===== src/rtl/alu_pkg.sv =====
// Shared types and constants for the reversible-gate ALU carry/sum stage.
package alu_pkg;

  typedef enum logic [1:0] {
    IDLE = 2'd0,
    RUN  = 2'd1,
    DONE = 2'd2
  } state_t;

  localparam int WIDTH_DEF = 8;
  localparam int SLICE_DEF = 2;
  localparam int NSLICE    = WIDTH_DEF / SLICE_DEF;
  localparam int IDX_W     = (NSLICE > 1) ? $clog2(NSLICE) : 1;

  localparam logic MODE_ARITH = 1'b0;
  localparam logic MODE_LOGIC = 1'b1;

  // Slice-index width; a single-slice build still needs a one-bit index.
  function automatic int idx_width(input int n);
    return (n > 1) ? $clog2(n) : 1;
  endfunction

endpackage


===== src/rtl/alu_carry_sum_unit_carry_slice.sv =====
// carry_slice: combinational SLICE-bit ripple of the generate/propagate chain.
module carry_slice #(
  parameter int SLICE = 2
) (
  input  logic [SLICE-1:0] x,
  input  logic [SLICE-1:0] y,
  input  logic             cin,
  input  logic             m,
  output logic [SLICE-1:0] f,
  output logic             cout,
  output logic             ctop
);

  logic [SLICE:0] c_s;

  // Ripple through the slice; logic mode kills every carry including the incoming one.
  always_comb begin
    c_s    = '0;
    c_s[0] = cin & ~m;
    for (int i = 0; i < SLICE; i++) begin
      c_s[i+1] = (y[i] | (x[i] & c_s[i])) & ~m;
    end
  end

  assign f    = x ^ c_s[SLICE-1:0];
  assign cout = c_s[SLICE];
  assign ctop = c_s[SLICE-1];

endmodule


===== src/rtl/alu_carry_sum_unit.sv =====
// Registered carry/sum stage: serial SLICE-per-clock carry walk, valid/ready in and out.
// Define ALU_LOOKAHEAD_EN to resolve the whole chain on the accepting edge instead.
module alu_carry_sum_unit import alu_pkg::*; #(
  parameter int WIDTH = 8,
  parameter int SLICE = 2
) (
  input  logic             clk,
  input  logic             rst,
  input  logic             in_valid,
  output logic             in_ready,
  input  logic [WIDTH-1:0] x,
  input  logic [WIDTH-1:0] y,
  input  logic             cin,
  input  logic             m,
  output logic             out_valid,
  input  logic             out_ready,
  output logic [WIDTH-1:0] f,
  output logic             cout,
  output logic             zero,
  output logic             ovf
);

  localparam int N_SLC    = WIDTH / SLICE;
  localparam int IDX_BITS = idx_width(N_SLC);
  localparam logic [IDX_BITS-1:0] LAST_IDX = IDX_BITS'(N_SLC - 1);

`ifdef ALU_LOOKAHEAD_EN
  localparam state_t ACCEPT_ST = DONE;
`else
  localparam state_t ACCEPT_ST = RUN;
`endif

  state_t              state_r;
  state_t              state_s;
  logic                in_ready_r;
  logic                out_valid_r;
  logic [WIDTH-1:0]    x_r;
  logic [WIDTH-1:0]    y_r;
  logic [WIDTH-1:0]    f_r;
  logic                m_r;
  logic                carry_r;
  logic                cout_r;
  logic                zero_r;
  logic                ovf_r;
  logic [IDX_BITS-1:0] idx_r;
  logic                accept_s;
  logic [WIDTH-1:0]    f_res_s;
  logic                cout_res_s;
  logic                ovf_res_s;

  assign accept_s = in_valid & in_ready_r;

`ifdef ALU_LOOKAHEAD_EN
  logic [N_SLC:0]   c_la_s;
  logic [N_SLC-1:0] ctop_la_s;

  assign c_la_s[0] = (m == MODE_LOGIC) ? 1'b0 : cin;

  for (genvar g = 0; g < N_SLC; g++) begin : g_la
    carry_slice #(.SLICE(SLICE)) u_slice (
      .x    (x[g*SLICE +: SLICE]),
      .y    (y[g*SLICE +: SLICE]),
      .cin  (c_la_s[g]),
      .m    (m),
      .f    (f_res_s[g*SLICE +: SLICE]),
      .cout (c_la_s[g+1]),
      .ctop (ctop_la_s[g])
    );
  end

  assign cout_res_s = c_la_s[N_SLC];
  assign ovf_res_s  = c_la_s[N_SLC] ^ ctop_la_s[N_SLC-1];
`else
  logic [SLICE-1:0] f_sl_s;
  logic             cout_sl_s;
  logic             ctop_sl_s;

  carry_slice #(.SLICE(SLICE)) u_slice (
    .x    (x_r[idx_r*SLICE +: SLICE]),
    .y    (y_r[idx_r*SLICE +: SLICE]),
    .cin  (carry_r),
    .m    (m_r),
    .f    (f_sl_s),
    .cout (cout_sl_s),
    .ctop (ctop_sl_s)
  );

  // Splice the freshly resolved slice into the held result.
  always_comb begin
    f_res_s = f_r;
    f_res_s[idx_r*SLICE +: SLICE] = f_sl_s;
  end

  // On the top slice the slice carry-out is c[WIDTH] and ctop is c[WIDTH-1].
  assign cout_res_s = cout_sl_s;
  assign ovf_res_s  = cout_sl_s ^ ctop_sl_s;
`endif

  // Next-state decode.
  always_comb begin
    state_s = state_r;
    case (state_r)
      IDLE: begin
        if (accept_s) state_s = ACCEPT_ST;
        else          state_s = IDLE;
      end
      RUN: begin
        if (idx_r == LAST_IDX) state_s = DONE;
        else                   state_s = RUN;
      end
      DONE: begin
        if (out_ready) state_s = IDLE;
        else           state_s = DONE;
      end
      default: state_s = IDLE;
    endcase
  end

  // State register with handshake flags registered alongside it.
  always_ff @(posedge clk or posedge rst) begin
    if (rst) begin
      state_r     <= IDLE;
      in_ready_r  <= 1'b1;
      out_valid_r <= 1'b0;
    end else begin
      state_r     <= state_s;
      in_ready_r  <= (state_s == IDLE);
      out_valid_r <= (state_s == DONE);
    end
  end

  // Operand capture and the serial carry walk; DONE and IDLE hold f and flags.
  always_ff @(posedge clk or posedge rst) begin
    if (rst) begin
      x_r     <= {WIDTH{1'b0}};
      y_r     <= {WIDTH{1'b0}};
      f_r     <= {WIDTH{1'b0}};
      m_r     <= 1'b0;
      carry_r <= 1'b0;
      cout_r  <= 1'b0;
      zero_r  <= 1'b0;
      ovf_r   <= 1'b0;
      idx_r   <= {IDX_BITS{1'b0}};
    end else begin
      case (state_r)
        IDLE: begin
          if (accept_s) begin
            x_r     <= x;
            y_r     <= y;
            m_r     <= m;
            carry_r <= (m == MODE_LOGIC) ? 1'b0 : cin;
            idx_r   <= {IDX_BITS{1'b0}};
`ifdef ALU_LOOKAHEAD_EN
            f_r     <= f_res_s;
            cout_r  <= cout_res_s;
            ovf_r   <= ovf_res_s;
            zero_r  <= (f_res_s == {WIDTH{1'b0}});
`endif
          end
        end
        RUN: begin
          f_r     <= f_res_s;
          carry_r <= cout_res_s;
          idx_r   <= idx_r + IDX_BITS'(1);
          if (idx_r == LAST_IDX) begin
            cout_r <= cout_res_s;
            ovf_r  <= ovf_res_s;
            zero_r <= (f_res_s == {WIDTH{1'b0}});
          end
        end
        default: begin
          f_r <= f_r;
        end
      endcase
    end
  end

  assign in_ready  = in_ready_r;
  assign out_valid = out_valid_r;
  assign f         = f_r;
  assign cout      = cout_r;
  assign zero      = zero_r;
  assign ovf       = ovf_r;

endmodule


===== config.mk =====
export PLATFORM = sky130hd
export DESIGN_NAME = alu_carry_sum_unit
export DESIGN_NICKNAME = d
export VERILOG_FILES = /design/src/rtl/alu_pkg.sv /design/src/rtl/alu_carry_sum_unit_carry_slice.sv /design/src/rtl/alu_carry_sum_unit.sv
export SDC_FILE = /design/constraint.sdc
export NUM_CORES = 1
export LEC_CHECK = 0
export CORE_MARGIN = 5
export CORE_UTILIZATION = 60
export DETAILED_ROUTE_END_ITERATION = 8
export DONT_BUFFER_PORTS = 1
export GPL_TIMING_DRIVEN = 0
export PLACE_DENSITY = 0.75
export SLEW_MARGIN = 20
export SYNTH_ARGS = -nofsm -noshare
export SYNTH_HDL_FRONTEND = slang
export SYNTH_HIERARCHICAL = 1
export SYNTH_SLANG_ARGS = --single-unit

===== constraint.sdc =====
create_clock -name clk -period 2.9 [get_ports clk]
set_input_delay 0.87 -clock clk [delete_from_list [all_inputs] [get_ports clk]]
set_output_delay 0.87 -clock clk [all_outputs]
set_load 0.05 [all_outputs]

==> results of run 1 <==
==> layer usage <==
layer / global-route usage (%) / vias to the layer above / share of wire [%]
li1: - / 494 / -
met1: 20.83 / 547 / 42
met2: 28.17 / 36 / 50
met3: 8.171 / 4 / 7.7
met4: 5.455 / 0 / 1.0
met5: 0 / - / 0
==> flip-flops by register name, summed over array words and instances (netlist names) <==
| register | cells |
|---|---|
| x_r | 8 |
| zero | 1 |
| out_valid | 1 |
| f | 8 |
| idx_r | 2 |
| m_r | 1 |
| ovf | 1 |
| carry_r | 1 |
| state_r | 2 |
| in_ready | 1 |
| cout | 1 |
| y_r | 8 |
==> synthesized netlist by cell type, drive strengths merged <==
| cell | n |
|---|---|
| a211oi | 1 |
| a21oi | 1 |
| a22o | 4 |
| a31oi | 1 |
| a41o | 2 |
| and2b | 1 |
| and4bb | 1 |
| buf | 6 |
| clkbuf | 1 |
| dfrtp | 34 |
| dfstp | 1 |
| ha | 7 |
| inv | 4 |
| mux2 | 19 |
| mux2i | 1 |
| mux4 | 4 |
| nand2 | 8 |
| nand2b | 3 |
| nand3b | 6 |
| nor2 | 7 |
| nor2b | 2 |
| o2111ai | 1 |
| o21ai | 3 |
| o21ba | 2 |
| o21bai | 3 |
| o31ai | 3 |
| o32ai | 1 |
| o41ai | 1 |
| or3 | 1 |
| or4b | 1 |
| or4bb | 1 |
| xnor2 | 1 |
==> cells by family after synthesis <==
logic type	after synthesis
adders and majority gates	7
AOI/OAI and AO/OA	23
muxes	24
buffers and inverters	11
xor gates and xnor gates	1
DFF	35
and+or+nand+nor	31
==> worst max-delay path by stage <==
| stage | from | end | slack (ns) | cells after the start |
|---|---|---|---|---|
| 4_1_cts | idx_r[0] | zero | 0.20 | 8 |
| 6_report | idx_r[0] | zero | 0.18 | 8 |
| 5_1_grt | idx_r[0] | zero | 0.04 | 8 |
| 2_1_floorplan | idx_r[0] | zero | 0.47 | 8 |
| 3_3_place_gp | idx_r[0] | zero | 0.29 | 8 |
| 3_5_place_dp | idx_r[0] | zero | 0.22 | 8 |
==> critical path, stage by stage, from the launching register on <==
cell	delay, ns
dfrtp_1	0.44
buf_4	0.23
mux4_2	0.51
ha_1	0.21
o21ba_1	0.21
ha_1	0.35
o21ai_0	0.19
o32ai_1	0.11
o41ai_1	0.36
==> final cells by class <==
type,instances,share of cell area [%]
inverter,4,0.8264
sequential,35,48.28
tap,31,2.135
buffer,7,2.961
multi-input combinational,86,43.04
clock inverter,1,0.2755
clock buffer,7,2.479
==> power groups by stage <==
stage | combinational (uW) | clock, uW | sequential, uW
after floorplan | 864 | 0 | 1060
after global placement | 1010 | 0 | 1100
after detailed placement | 1050 | 0 | 1120
after CTS | 1060 | 256 | 1110
after global routing | 1150 | 288 | 1140
final | 1050 | 251 | 1110
==> through the flow <==
step	std cells	worst slack [ns]	hold WS (ns)	instance area, sq um
5_1_grt	171	0.03805	0.5341	1817
3_3_place_gp	163	0.2854	0.4839	1767
4_1_cts	171	0.2048	0.5187	1817
6_report	171	0.1845	0.5112	1817
2_1_floorplan	132	0.4693	0.4751	1728
3_5_place_dp	163	0.2177	0.4950	1767
==> reports/qor.yml, run 1 <==
run_status:
  status: "finished, final reports clean"
cells_and_area:
  fill_cells: 233
  register_area_sq_um: 877.1
  fin_nets: 168
  final_common_cell: "dfrtp_1"
  fin_util_pct: 65.88
  syn_to_final_growth_pct: 5.141
  multiInputGateArea_sq_um: 782.0
  drive_gt1_share_pct: 29.29
  final_cell_mix: "dfrtp_1 (34), mux2_2 (19), nand2_1 (8)"
  diodes: 0
synthesis:
  ys_warn_count: 6
  synth_top_area_share_pct: 49.24
  synth_area_per_cell_sq_um: 13.09
  syn_area_sq_um: 1728
  yosysSeqAreaShare_pct: 50.76
  synth_compound_gate_area_share_pct: 10.50
  muxShareOfSynthArea_pct: 18.18
  synthDistinctLibCells: 36
  synth_nets: 161
  yosys.area.top_type: "dfrtp_1"
  synth_top_family_by_area: "multiplexers"
  synthCells: 132
  yosys-top-cells-area: "dfrtp_1 (49%), mux2_2 (12%), mux4_2 (5.2%)"
  synth-simple-area-share_pct: 11.01
  synth-xor-area-share_pct: 0.5069
  synth_fa_ha_area_share_pct: 5.069
  ys_ff_latch: 35
floorplanning:
  io_pins: 35
  start_util_pct: 62.66
  dieArea_sq_um: 4053
  rows: 19
  fp.dieW_um: 63.67
  coreArea_sq_um: 2758
  die_h_um: 63.67
sta:
  fin_setup_tns_ns: 0
  slew_headroom_pct: 53.48
  max_freq_mhz: 368.3
  hold_violations: 0
  period_minus_slack_ns: 2.715
  rsz0062_at_grt: "false"
  finalSetupViolCount: 0
  finClkSkew_ns: 0.004307
  maxSlewViolCount: 0
  period_share_pct: 93.64
  max_slew.worst_pin.slew_ns: 0.6968
global_route:
  grt_max_degree: 36
  grt_antenna_before_repair: 0
  grt_pass1_vias: 1146
  overflow: 0
  track_usage_pct: 17.56
  grt_pass1_wl_um: 5457
clocking:
  htreeDepth: 2
  cts.reportedPaths.clkPinSlew_ns: 0.10
  ctsHoldBuffers: 0
  clkSinkCount: 35
  cts_tree: "yes"
  cts_resized: 0
  numCtsBuffers: 5
  root_buffer: "clkbuf_4"
  clk_latency_ns: 0.34
  cts_setup_buffers: 0
  cts_buffer_depth: 2
power:
  ir_worst_vdd_mv: 0.8781
  p_per_area_nw_per_um2: 1326
  pwr-share-clk_pct: 10.4
  leakagePower_uw: 0.0008239
  netSwitchingFraction_pct: 43.65
  fin_total_pwr_uw: 2408
  intPower_uw: 1357
  power_switching_uw: 1051
  comb_power_share_pct: 43.5
  pwr-share-seq_pct: 46.1
routing:
  drt_iter0_drc: 58
  routed_wirelength_um: 3192
  postRouteAntennaNets: 0
  drt-vias-per-instance: 6.322
  dr_total_vias: 1081
  drcViolationCount: 0
  first_pass_iters: 4
  wl_per_cell_um: 18.67
placed_design:
  dp_hpwl_um: 2380
  globalplace.congestion: 0.7719
  portBuffers: 0
min_path:
  worstHoldPathType: "primary input to asynchronous set/reset pin"
worst_setup_path:
  endpoint_kind: "flop"
  crit_type: "flop to flop"
  worstPathRequired_ns: 3.13
  cp_max_fo: 10
  worstSetupStartpointType: "flop"
  cp.arrival_ns: 2.94
  r2r_end: "zero"
  r2r_setup_slack_ns: 0.18
  reg2reg_depth: 8
  timing.rr.start: "idx_r[0]"
run:
  cap_violations: 0
(Power assumes the default switching activity.)
==> run 2, diff against run 1 <==
Settings changed: ABC_AREA from default to 1, REMOVE_ABC_BUFFERS from default to 1.
==> run 2 against run 1 <==
  * Cell count increased by 43%
  * Non-clock buffer count is 7 lower
  * Via count up 25%
  * Die area increased by 0.85%
  * Total power is 3.0% lower
  * First-iteration DRC count increased by 28%
  * Fmax up 12%
  * Critical path type unchanged
  * Largest cell class unchanged
==> reports/qor.yml, run 2 <==
cells_and_area:
  final_cell_mix: "nand2_1 (70), nor2_1 (35), dfrtp_1 (33)"  # was dfrtp_1 (34), mux2_2 (19), nand2_1 (8)
  drive_gt1_share_pct: 8.451  # was 29.29%
  fin_util_pct: 64.64  # was 65.88%
  fin_nets: 241  # was 168
  diodes: 0  # unchanged
  syn_to_final_growth_pct: 3.011  # was 5.141%
  final_common_cell: "nand2_1"  # was dfrtp_1
global_route:
  overflow: 0  # unchanged
  track_usage_pct: 18.54  # was 17.56%
  grt_pass1_vias: 1375  # was 1,146
  grt_pass1_wl_um: 6009  # was 5457 um
  grt_antenna_before_repair: 0  # unchanged
  grt_max_degree: 36  # unchanged
min_path:
  min_to: "y_r[3]"
  hold_path_depth: 2
  holdCritStartpoint: "y_r[3]"
  worstHoldPathType: "flop to flop"  # was primary input to asynchronous set/reset pin
worst_setup_path:
  reg2reg_depth: 16  # was 8
  crit_family: "simple AND/OR/NAND/NOR gates"  # was compound AO/OA/AOI/OAI gates
  cp_max_fo: 16  # was 10
  cp_cell_sequence: "inv_1, nor2_1, o22ai_1, ha_1, nor2_1, nor2_1, ha_1, inv_1, nor2_1, nand3_1, nand2_1, inv_1, nand2_1, nor2_1, nand2_1, nand2_1"  # was buf_4, mux4_2, ha_1, o21ba_1, ha_1, o21ai_0, o32ai_1, o41ai_1
  slowest_delay_ns: 0.52  # was 0.51 ns
  path_buf_inv: 3  # was 1
  endpoint_kind: "flop"  # unchanged
  path_common_cell: "nor2_1"  # was ha_1
  timing.rr.start: "idx_r[0]"  # unchanged
  crit_type: "flop to flop"  # unchanged
  cp.arrival_ns: 2.71  # was 2.94 ns
  worstSetupStartpointType: "flop"  # unchanged
  crit_path_top_delay_cell: "dfrtp_2"  # was mux4_2
  r2r_setup_slack_ns: 0.48  # was 0.18 ns
  r2r_end: "zero"  # unchanged
  worstPathRequired_ns: 3.19  # was 3.13 ns
power:
  leakagePower_uw: 0.0009251  # was 0.0008239 uW
  ir_worst_vdd_mv: 0.9365  # was 0.8781 mV
  p_per_area_nw_per_um2: 1299  # was 1326 nW/um^2
  fin_total_pwr_uw: 2336  # was 2408 uW
routing:
  drt-vias-per-instance: 5.541  # was 6.322
  drt_iter0_drc: 74  # was 58
  postRouteAntennaNets: 0  # unchanged
  drcViolationCount: 0  # unchanged
  dr_total_vias: 1352  # was 1,081
  wl_per_cell_um: 14.00  # was 18.67 um
  routed_wirelength_um: 3415  # was 3192 um
  first_pass_iters: 4  # unchanged
run_status:
  status: "finished, final reports clean"  # unchanged
synthesis:
  synth-main-ff-cell: "dfrtp_1"  # unchanged
  ys_warn_count: 6  # unchanged
  synthCells: 211  # was 132
  syn_area_sq_um: 1745  # was 1728 sq um
  yosys-top-cells-area: "dfrtp_1 (49%), nand2_1 (15%), nor2_1 (7.5%)"  # was dfrtp_1 (49%), mux2_2 (12%), mux4_2 (5.2%)
  yosys.area.top_type: "dfrtp_1"  # unchanged
  synth_top_area_share_pct: 48.75  # was 49.24%
  synthDistinctLibCells: 24  # was 36
  synth_edf_count: 0  # unchanged
  ys_ff_latch: 35  # unchanged
  synth_commonest_cells: "nand2_1 (70), nor2_1 (35), dfrtp_1 (34)"  # was dfrtp_1 (34), mux2_2 (19), nand2_1 (8)
  async_flop_share_pct: 100.0  # unchanged
  yosys.cell_count.top_type: "nand2_1"  # was dfrtp_1
  yosysSeqAreaShare_pct: 50.25  # was 50.76%
  synth_area_per_cell_sq_um: 8.272  # was 13.09 sq um
floorplanning:
  coreArea_sq_um: 2781  # was 2758 sq um
  die_h_um: 63.94  # was 63.67 um
  io_pins: 35  # unchanged
  start_util_pct: 62.75  # was 62.66%
  rows: 19  # unchanged
  fp.dieW_um: 63.94  # was 63.67 um
  dieArea_sq_um: 4088  # was 4053 sq um
run:
  cap_violations: 0  # unchanged
clocking:
  cts_setup_buffers: 0  # unchanged
  htreeDepth: 2  # unchanged
  cts_tree: "yes"  # unchanged
  cts.reportedPaths.clkPinSlew_ns: 0.11  # was 0.10 ns
  cts_buffer_depth: 2  # unchanged
  numCtsBuffers: 5  # unchanged
  clk_latency_ns: 0.34  # about the same
  clkSinkCount: 35  # unchanged
  root_buffer: "clkbuf_4"  # unchanged
sta:
  slew_headroom_pct: 53.64  # was 53.48%
  fin_setup_tns_ns: 0  # unchanged
  period_minus_slack_ns: 2.422  # was 2.715 ns
  finalSetupViolCount: 0  # unchanged
  period_share_pct: 83.52  # was 93.64%
  rsz0062_at_grt: "false"  # unchanged
  maxSlewViolCount: 0  # unchanged
  hold_violations: 0  # unchanged
  max_freq_mhz: 412.9  # was 368.3 MHz
  max_slew.worst_pin.slew_ns: 0.6944  # was 0.6968 ns
  finClkSkew_ns: 0.01257  # was 0.004307 ns
placed_design:
  portBuffers: 0  # unchanged
  dp_hpwl_um: 2459  # was 2380 um
  globalplace.congestion: 0.8209  # was 0.7719
-- run 2: cell families after synthesis --
logic type                 share of synthesized area (%)
adders and majority gates                          5.018
xor gates and xnor gates                          0.5019
AOI/OAI and AO/OA                                  9.319
and+or+nand+nor                                    28.24
muxes                                             0.6451
DFF                                                50.25
buffers and inverters                              6.021
-- run 2: cell type report --
cell class / count / area (sq um)
clock inverters: 2 / 12.51
clock buffers: 6 / 41.29
well taps: 31 / 38.79
inverters: 17 / 63.81
multi-input cells: 153 / 763.2
fillers: 240 / 983.4
flip-flops and latches: 35 / 878.3
-- run 2: repair_timing --
item / in CTS / in global routing
setup endpoints to repair: 0 / 1
hold buffers: 0 / 0
resized for setup: 0 / 1
-- run 2: how the worst max path moves through the flow --
stage             start   end  slack (ns)  cells past startpoint
6_report       idx_r[0]  zero        0.48                     16
5_1_grt        idx_r[0]  zero        0.16                     16
3_5_place_dp   idx_r[0]  zero        0.29                     16
3_3_place_gp   idx_r[0]  zero        0.36                     16
4_1_cts        idx_r[0]  zero        0.26                     16
2_1_floorplan  idx_r[0]  zero        0.70                     16
-- run 2: worst register-to-register path: cells and delay by family, from the launching register on --
kind | cells | cell delay, ns
AO/OA/AOI/OAI | 1 | 0.20
buffers and inverters | 3 | 0.46
adder cells (fa/ha/maj) | 2 | 0.48
flip-flops | 1 | 0.52
AND/OR/NAND/NOR | 10 | 0.72
-- run 2: layer usage --
layer  global-route usage (%)  share of wire [%]  vias to the layer above
met3                    7.531                5.7                        9
met5                        0                  0                        -
met2                    30.53                 50                       36
met4                    8.052                2.5                        0
li1                         -                  -                      682
met1                    21.11                 42                      625
-- run 2: stage by stage --
step | std cells | setup WS, ns | cell area (sq um) | hold WS, ns
finish | 244 | 0.4779 | 1798 | 0.4887
global route | 244 | 0.1562 | 1798 | 0.5019
CTS | 244 | 0.2585 | 1797 | 0.4888
detailed placement | 236 | 0.2901 | 1743 | 0.4617
global placement | 236 | 0.3570 | 1743 | 0.4594
floorplan | 205 | 0.7013 | 1704 | 0.4436
-- run 2: power breakdown --
part	switching (uW)	total (uW)	internal (uW)
Sequential	437	1140	707
Clock	164	258	93.5
Combinational	598	935	337
Total	1200	2340	1140
==> run 3, diff against run 2 <==
Settings changed: CORE_UTILIZATION 60 to 56, PLACE_DENSITY 0.75 to 0.73.
Clock period 2.9 ns to 2.1 ns, I/O delays scaled along.
==> run 3 against run 2 <==
  * Hold slack got worse by 0.21 ns
  * Setup slack got worse by 0.46 ns
  * First-iteration DRC count unchanged
  * Cell count is 7.4% higher
  * Critical endpoint unchanged
  * Fmax up 16%
  * Non-clock buffer count is 5 higher
  * Critical path depth stayed put
  * Final area increased by 6.5%
  * Total power grew 50%
==> reports/qor.yml, run 3 (synthesis results as in run 2) <==
clocking:
  clkSinkCount: 35  # unchanged
  htreeDepth: 2  # unchanged
  root_buffer: "clkbuf_4"  # unchanged
  cts_buffer_depth: 2  # unchanged
  clk_latency_ns: 0.33  # was 0.34 ns
  cts.reportedPaths.clkPinSlew_ns: 0.11  # about the same
  numCtsBuffers: 5  # unchanged
  cts_tree: "yes"  # unchanged
worst_setup_path:
  timing.rr.start: "idx_r[0]"  # unchanged
  endpoint_kind: "flop"  # unchanged
  cp.arrival_ns: 2.33  # was 2.71 ns
  r2r_end: "zero"  # unchanged
  r2r_setup_slack_ns: 0.01  # was 0.48 ns
  worstPathRequired_ns: 2.34  # was 3.19 ns
  crit_start: "idx_r[0]"  # unchanged
  cp_max_fo: 5  # was 16
  crit_type: "flop to flop"  # unchanged
  reg2reg_depth: 16  # unchanged
  cp-endpoint: "zero"  # unchanged
  worstSetupStartpointType: "flop"  # unchanged
floorplanning:
  rows: 20  # was 19
  die_h_um: 65.83  # was 63.94 um
  fp.dieW_um: 65.83  # was 63.94 um
  io_pins: 35  # unchanged
  start_util_pct: 57.64  # was 62.75%
  coreArea_sq_um: 3028  # was 2781 sq um
  dieArea_sq_um: 4334  # was 4088 sq um
power:
  p_per_area_nw_per_um2: 1828  # was 1299 nW/um^2
  ir_worst_vdd_mv: 0.6425  # was 0.9365 mV
  fin_total_pwr_uw: 3499  # was 2336 uW
  leakagePower_uw: 0.0009466  # was 0.0009251 uW
sta:
  finalSetupViolCount: 0  # unchanged
  slew_headroom_pct: 52.43  # was 53.64%
  max_slew.worst_pin.slew_ns: 0.7125  # was 0.6944 ns
  period_share_pct: 99.29  # was 83.52%
  period_minus_slack_ns: 2.085  # was 2.422 ns
  rsz0062_at_grt: "true"  # was false
  hold_violations: 0  # unchanged
  maxSlewViolCount: 0  # unchanged
  finalWorstSetupSlack_ns: 0.01499  # was 0.4779 ns
  finClkSkew_ns: 0.01922  # was 0.01257 ns
  max_freq_mhz: 479.6  # was 412.9 MHz
routing:
  first_pass_iters: 5  # was 4
  drt_iter0_drc: 74  # unchanged
  postRouteAntennaNets: 0  # unchanged
  dr_total_vias: 1408  # was 1,352
  drt-vias-per-instance: 5.374  # was 5.541
  top_layer: "met4"  # unchanged
  wl_met1_um: 1445  # was 1431 um
  drcViolationCount: 0  # unchanged
  routed-wl-met3_um: 194  # was 193 um
  wl_per_cell_um: 13.22  # was 14.00 um
  dr_wl_met2_um: 1728  # was 1705 um
  routed_wirelength_um: 3463  # was 3415 um
cells_and_area:
  drive_gt1_share_pct: 17.89  # was 8.451%
  fin_cells: 262  # was 244
  syn_to_final_growth_pct: 9.678  # was 3.011%
  fin_nets: 246  # was 241
  final_cell_mix: "nand2_1 (69), dfrtp_1 (32), nor2_1 (29)"  # was nand2_1 (70), nor2_1 (35), dfrtp_1 (33)
  final_common_cell: "nand2_1"  # unchanged
  diodes: 0  # unchanged
global_route:
  grt_pass1_wl_um: 5747  # was 6009 um
  grt_antenna_before_repair: 0  # unchanged
  overflow: 0  # unchanged
  grt_pass1_vias: 1418  # was 1,375
  track_usage_pct: 17.47  # was 18.54%
  grt_max_degree: 36  # unchanged
placed_design:
  dp_cells: 249  # was 236
  dp_hpwl_um: 2376  # was 2459 um
  portBuffers: 0  # unchanged
  place_ws_ns: -0.4921  # was 0.2901 ns
  globalplace.congestion: 0.8392  # was 0.8209
run_status:
  status: "finished, final reports clean"  # unchanged
run:
  cap_violations: 0  # unchanged
min_path:
  worstHoldPathType: "primary input to asynchronous set/reset pin"  # was flop to flop
[run 3: cell types whose count changed in the layout (fill, tap and decap cells not counted), moves of 3 or more]
cell    previous run  this run
buf_4              0         5
nor2_2             0         4
inv_2              4         7
nor2_1            35        29
inv_1             13         9
[run 3: final cells by class]
| cell class | instances | area [sq um] |
|---|---|---|
| Timing Repair Buffer | 5 | 37.54 |
| Inverter | 17 | 67.56 |
| Tap cell | 44 | 55.05 |
| Sequential cell | 35 | 879.6 |
| Clock buffer | 8 | 48.80 |
| Multi-Input combinational cell | 153 | 825.8 |
| Fill cell | 270 | 1114 |
[run 3: repair_timing]
| item | CTS | global route |
|---|---|---|
| setup endpoints to repair | 9 | 4 |
| buffers inserted | 4 | 1 |
| resized for setup | 6 | 17 |
| hold buffers | 0 | 0 |
| pin swaps | 0 | 8 |
[run 3: worst min path at each step]
stage	endpoint	startpoint	slack, ns	cells past startpoint
finish	zero	rst	0.28	1
global placement	y_r[5]	y_r[5]	0.46	2
CTS	idx_r[1]	rst	0.28	1
detailed placement	y_r[2]	y_r[2]	0.47	2
floorplan	x_r[4]	x_r[4]	0.44	2
global route	f[1]	rst	0.34	1
[run 3: routing by layer]
| metal | vias up | GRT usage (%) |
|---|---|---|
| met1 | 662 | 18.50 |
| met5 | - | 0 |
| li1 | 686 | - |
| met4 | 0 | 9.845 |
| met3 | 11 | 6.122 |
| met2 | 49 | 29.91 |
[run 3: power breakdown]
group / internal, uW / switching (uW) / leakage (uW)
clock network: 133 / 208 / 0.0000265
registers: 979 / 604 / 0.000440
logic: 622 / 953 / 0.000480
total: 1730 / 1770 / 0.000947
[run 3: stage by stage]
| stage | util (%) | cell area, sq um | TNS [ns] | hold slack (ns) |
|---|---|---|---|---|
| after floorplan | - | 1704 | -0.1218 | 0.4436 |
| after global placement | 58.10 | 1759 | -2.289 | 0.4597 |
| after detailed placement | 58.10 | 1759 | -2.555 | 0.4656 |
| after CTS | 61.36 | 1858 | 0 | 0.2846 |
| after global routing | 63.22 | 1914 | -0.1641 | 0.3368 |
| final | 63.22 | 1914 | 0 | 0.2799 |
[run 3: critical path: stages (launching register included)]
cell and delay, ns:
dfrtp_2 0.45, clkinvlp_4 0.15, o21ai_2 0.16, o22ai_2 0.08
ha_2 0.19, nor2_4 0.10, nor2_4 0.06, ha_4 0.28
inv_2 0.04, nor2_2 0.10, nand3_1 0.08, nand2_1 0.08
inv_2 0.04, nand2_2 0.05, nor2_2 0.03, nand2_1 0.05
nand2_1 0.04
